==> src/rtl/apb2axi_apb_initiator.sv <==
`default_nettype none
// ============================================================================
// Module      : apb2axi_apb_initiator
// Description : Burst-command to APB initiator. It accepts one read or write
//               burst of 1..16 beats and runs one APB transfer per beat.
//               Addresses step by 4 and wrap at 2^APB_ADDR_W. It returns one
//               response per beat, and PSLVERR does not abort the burst.
// Options     : APB_INITIATOR_TIMEOUT_EN - when defined, an ACCESS phase that
//               waits TIMEOUT_CYC cycles without PREADY is abandoned and the
//               beat is reported as an error.
// Revision    : 1.0 - initial release
// ============================================================================
module apb2axi_apb_initiator #(
  parameter int APB_ADDR_W  = 32,
  parameter int APB_DATA_W  = 32,
  parameter int TIMEOUT_CYC = 256
) (
  input  logic                  PCLK,
  input  logic                  PRESETn,
  // command channel
  input  logic                  cmd_valid,
  output logic                  cmd_ready,
  input  logic                  cmd_write,
  input  logic [APB_ADDR_W-1:0] cmd_addr,
  input  logic [3:0]            cmd_len,
  // write data channel
  input  logic                  wd_valid,
  output logic                  wd_ready,
  input  logic [APB_DATA_W-1:0] wd_data,
  // response channel
  output logic                  rsp_valid,
  input  logic                  rsp_ready,
  output logic [APB_DATA_W-1:0] rsp_rdata,
  output logic                  rsp_err,
  output logic                  rsp_last,
  // APB initiator port
  output logic [APB_ADDR_W-1:0] PADDR,
  output logic [APB_DATA_W-1:0] PWDATA,
  output logic                  PWRITE,
  output logic                  PSEL,
  output logic                  PENABLE,
  input  logic [APB_DATA_W-1:0] PRDATA,
  input  logic                  PREADY,
  input  logic                  PSLVERR
);

  typedef enum logic [2:0] {
    S_IDLE   = 3'd0,
    S_WDATA  = 3'd1,
    S_SETUP  = 3'd2,
    S_ACCESS = 3'd3,
    S_RESP   = 3'd4
  } state_t;

  state_t     state;
  state_t     state_next;
  logic [3:0] len;
  logic [3:0] beat;
  logic       last_beat;
  logic       tmo_hit;

  assign last_beat = (beat == len);

`ifdef APB_INITIATOR_TIMEOUT_EN
  localparam int TMO_W = $clog2(TIMEOUT_CYC + 1);

  logic [TMO_W-1:0] tmo_cnt;

  // Fires on the ACCESS cycle that would make TIMEOUT_CYC cycles without PREADY
  assign tmo_hit = (state == S_ACCESS) && !PREADY &&
                   (tmo_cnt == TMO_W'(TIMEOUT_CYC - 1));

  // Wait counter: cleared in SETUP so each ACCESS phase starts from zero
  always_ff @(posedge PCLK) begin
    if (!PRESETn) begin
      tmo_cnt <= '0;
    end else if (state == S_SETUP) begin
      tmo_cnt <= '0;
    end else if ((state == S_ACCESS) && !PREADY) begin
      tmo_cnt <= tmo_cnt + TMO_W'(1);
    end
  end
`else
  localparam int unused_timeout_cyc = TIMEOUT_CYC;

  assign tmo_hit = 1'b0;
`endif

  // State register
  always_ff @(posedge PCLK) begin
    if (!PRESETn) begin
      state <= S_IDLE;
    end else begin
      state <= state_next;
    end
  end

  // Next-state decode and state-derived handshake/APB control outputs
  always_comb begin
    state_next = state;
    cmd_ready  = 1'b0;
    wd_ready   = 1'b0;
    rsp_valid  = 1'b0;
    rsp_last   = 1'b0;
    PSEL       = 1'b0;
    PENABLE    = 1'b0;
    case (state)
      S_IDLE: begin
        // Held low while reset is applied so nothing is taken during reset
        cmd_ready = PRESETn;
        if (cmd_valid) begin
          state_next = cmd_write ? S_WDATA : S_SETUP;
        end
      end
      S_WDATA: begin
        wd_ready = 1'b1;
        if (wd_valid) begin
          state_next = S_SETUP;
        end
      end
      S_SETUP: begin
        PSEL       = 1'b1;
        state_next = S_ACCESS;
      end
      S_ACCESS: begin
        PSEL    = 1'b1;
        PENABLE = 1'b1;
        if (PREADY || tmo_hit) begin
          state_next = S_RESP;
        end
      end
      S_RESP: begin
        rsp_valid = 1'b1;
        rsp_last  = last_beat;
        if (rsp_ready) begin
          if (last_beat) begin
            state_next = S_IDLE;
          end else begin
            state_next = PWRITE ? S_WDATA : S_SETUP;
          end
        end
      end
      default: begin
        state_next = S_IDLE;
      end
    endcase
  end

  // Command, APB address/data and response capture
  always_ff @(posedge PCLK) begin
    if (!PRESETn) begin
      PADDR     <= '0;
      PWDATA    <= '0;
      PWRITE    <= 1'b0;
      len       <= '0;
      beat      <= '0;
      rsp_rdata <= '0;
      rsp_err   <= 1'b0;
    end else begin
      case (state)
        S_IDLE: begin
          if (cmd_valid) begin
            PADDR  <= cmd_addr;
            PWRITE <= cmd_write;
            len    <= cmd_len;
            beat   <= '0;
          end
        end
        S_WDATA: begin
          if (wd_valid) begin
            PWDATA <= wd_data;
          end
        end
        S_ACCESS: begin
          if (PREADY) begin
            rsp_rdata <= PWRITE ? '0 : PRDATA;
            rsp_err   <= PSLVERR;
          end else if (tmo_hit) begin
            rsp_rdata <= '0;
            rsp_err   <= 1'b1;
          end
        end
        S_RESP: begin
          // Full-width increment; the low two address bits are carried as given
          if (rsp_ready && !last_beat) begin
            PADDR <= PADDR + APB_ADDR_W'(4);
            beat  <= beat + 4'd1;
          end
        end
        default: begin
        end
      endcase
    end
  end

endmodule
`default_nettype wire

==> config.mk <==
export PLATFORM = sky130hd
export DESIGN_NAME = apb2axi_apb_initiator
export DESIGN_NICKNAME = d
export VERILOG_FILES = /design/src/rtl/apb2axi_apb_initiator.sv
export SDC_FILE = /design/constraint.sdc
export NUM_CORES = 1
export LEC_CHECK = 0
export ABC_AREA = 1
export BUFFER_PORTS_ARGS = -buffer_cell sky130_fd_sc_hd__clkbuf_2
export CAP_MARGIN = 40
export CORE_ASPECT_RATIO = 2
export CORE_MARGIN = 1.5
export CORE_UTILIZATION = 35
export CTS_CLUSTER_DIAMETER = 150
export DETAILED_ROUTE_END_ITERATION = 10
export GPL_TIMING_DRIVEN = 0
export PLACE_DENSITY = 0.64
export SKIP_LAST_GASP = 1
export SYNTH_ARGS = -nofsm -noshare
export SYNTH_HDL_FRONTEND = slang
export SYNTH_SLANG_ARGS = --single-unit
==> constraint.sdc <==
create_clock -name PCLK -period 1.9 [get_ports PCLK]
set_clock_uncertainty 0.05 [all_clocks]
set_input_delay 0 -clock PCLK [delete_from_list [all_inputs] [get_ports PCLK]]
set_output_delay 0 -clock PCLK [all_outputs]
set_load 0.03 [all_outputs]
==> reports/metrics.cfg <==
[global_routing]
grt_util_met2_pct=47.73
gr-max-usage-layer=met2
antenna_found_initial=0
met3_usage_pct=3.428
grt_max_degree=20
grt_first_pass_wirelength_mm=31.32
met1_usage_pct=23.30
grt.total_usage_pct=24.50
overflow=0
grt_pass1_vias=6491

[power]
clockPowerShare_pct=25.4
power_mw=8.004
combinationalPowerShare_pct=37.3
ir_worst_vdd_mv=0.5320
internal_power_mw=4.729
netSwitchingFraction_pct=40.92
total_leakage_power_nw=3.600
powerDensity_nw_per_um2=994.6
p_seq_share_pct=37.3
power.switching_mw=3.275

[worst_setup_path]
slowest_delay_ns=0.44
critPathSlowestCell=dfxtp_1
cp_data_arrival_time_ns=1.95
crit_top_cell=nand2_1
crit_required_ns=2.06
path_class=register to register
crit_path_end_kind=register
cp-start-kind=register
crit_fanout=8
crit_chain=inv_1 > nor2_2 > nand2_1 > nor2_4 > nand2_1 > nand2_1 > nand3_1 > nand2_1 > a21oi_1

[clocking]
htreeDepth=3
clk_pin_slew_ns=0.08
cts_buffers=9
clockRootBuffer=clkbuf_16
cts_tree=done
clk_latency_ns=0.35
clockBufferDepth=2
cts.sinks=109

[logic_synthesis]
synth-main-ff-cell=dfxtp_1
synth_nets=921
ys_seq_elements=109
synthArstFlopShare_pct=0
ys.warnings.count=0
seq_area_frac_synth_pct=40.94
synth_cells=811
synth.distinct_cells=35
avgSynthCellArea_um2=6.572
syn_area_um2=5330
synth-edff-count=0

[floorplanning]
start_util_pct=35.97
rows=63
die_x_um=90.26
die_height_um=177.5
ios=212
dieArea_um2=16020
core_area_um2=14820

[timing]
period_minus_slack_ns=1.796
tightest_slew_ns=0.5689
fin_crit_sh_pct=94.50
setup_tns_ns=0
fmax_mhz=556.9
final_max_slew_viol_count=0
finalSetupViolCount=0
hold_violations=0
relSlewSlack_pct=62.07

[detailed_routing]
antenna_left=0
drcViolationCount=0
drt-total-wl_mm=19.66
first_pass_iters=5
vias_per_cell=4.894
first_iter_violations=255
vias=6533
routedWlPerCell_um=14.73

[place]
hpwl_mm=14.24
portBuffers=209
gp_congestion=1.009
placed_area_um2=6620

[final_layout]
fillers=1573
final_nets=1245
layout-drive-gt1-share_pct=25.09
finish.instance_area_um2=8048
areaGrowthSynthToFinish_pct=50.99
insertedDiodeCount=0

[min_path]
min_path_type=primary input to register

[status]
status=complete, no violations

[run]
cap_violations=0

==> per-stage QoR <==
stage | setup slack [ns] | instances | hold slack (ns) | util, %
6_report | 0.1045 | 1335 | 0.04196 | 54.31
5_1_grt | -0.004640 | 1335 | 0.09163 | 54.31
4_1_cts | -0.02161 | 1333 | 0.03254 | 53.79
3_5_place_dp | -0.1198 | 1215 | 0.1788 | 44.67
3_3_place_gp | -0.09659 | 1215 | 0.1727 | 44.67
2_1_floorplan | 0.1012 | 811 | 0.08490 | -
==> layout by cell type (no fill, tap or decap), types with 2 or more instances in the layout <==
cell             n
o21bai_1         4
o22ai_1          4
nand2_2          5
nand2_4          2
buf_2            9
clkbuf_1        23
nor2_1         155
xor2_1           3
o21ai_0         50
nor2_4          10
clkbuf_16        9
inv_6            3
dfxtp_2          3
dlygate4sd3_1  102
buf_4            9
buf_6            4
nor2_2           8
ha_1             2
o211ai_1         3
nand4_1         34
dfxtp_1        106
inv_1           55
nand2_1        195
a21oi_2          2
o21ai_1          6
inv_2            5
clkbuf_2       211
a21oi_1         63
nand3_1         40
==> critical path: cells and delay by family, from the launching register on <==
family | cells | cell delay, ns
and+or+nand+nor | 7 | 1.00
DFF | 1 | 0.44
buffers and inverters | 1 | 0.09
AOI/OAI and AO/OA | 1 | 0.05
==> layout make-up <==
type	count	area (µm²)	area share (%)
Clock buffer	10	239.0	2.970
Tap cell	195	244.0	3.032
Timing Repair Buffer	313	2082	25.87
Sequential cell	109	2186	27.16
Inverter	61	229.0	2.845
Multi-Input combinational cell	595	2749	34.16
Clock inverter	6	76.32	0.9484
Buffer	46	242.7	3.016
==> flip-flops by register name, summed over array words and instances, names as in the netlist <==
| name | count |
|---|---|
| PADDR | 32 |
| PWDATA | 32 |
| rsp_rdata | 32 |
| beat | 4 |
| len | 4 |
| state | 3 |
| PWRITE | 1 |
| rsp_err | 1 |
==> logic make-up after synthesis <==
| kind of cell | synth area share (%) |
|---|---|
| adders and majority gates | 0.4694 |
| buffers and inverters | 8.756 |
| and+or+nand+nor | 35.84 |
| AOI/OAI and AO/OA | 13.50 |
| xor gates and xnor gates | 0.4930 |
| DFF | 40.94 |
==> power groups by stage <==
stage,logic (mW),registers (mW),clock network (mW)
after floorplan,1.36,3.54,0
after global placement,2.77,3.02,0
after detailed placement,2.79,3.03,0
after CTS,2.96,2.98,2.09
after global routing,3.28,3.04,2.16
final,2.99,2.99,2.03
==> cell usage after synthesis, types with 6 or more instances <==
master	count	area (µm²)
a21oi_1	63	315.3
buf_2	10	50.05
buf_4	6	45.04
clkbuf_1	25	93.84
dfxtp_1	109	2182
inv_1	55	206.5
nand2_1	198	743.2
nand3_1	40	200.2
nand4_1	34	212.7
nor2_1	165	619.3
o21ai_0	50	250.2
o21ai_1	6	30.03
==> timing repair <==
item | CTS | global route
hold buffers | 102 | 0
endpoints found under the setup margin | 12 | 53
resized for setup | 6 | 22
gates cloned | 0 | 0
pin swaps | 0 | 3
hold endpoints to repair | 100 | 0
buffers inserted | 0 | 2
==> worst paths after layout <==
| kind | startpoint | endpoint | cells past startpoint | slack (ns) |
|---|---|---|---|---|
| setup / recovery | PADDR[4] | PADDR[19] | 9 | 0.10 |
| hold reg to reg | rsp_rdata[23] | rsp_rdata[23] | 2 | 0.42 |
| hold / removal | wd_valid | PWDATA[13] | 5 | 0.04 |
| setup reg to reg | PADDR[4] | PADDR[19] | 9 | 0.10 |
==> routing by layer <==
metal	vias to the layer above	share of wire, %
li1	3264	-
met4	0	6.1
met1	2947	35
met3	77	4.7
met5	-	0
met2	245	54
Note: power is estimated with default switching activity, not from simulation.
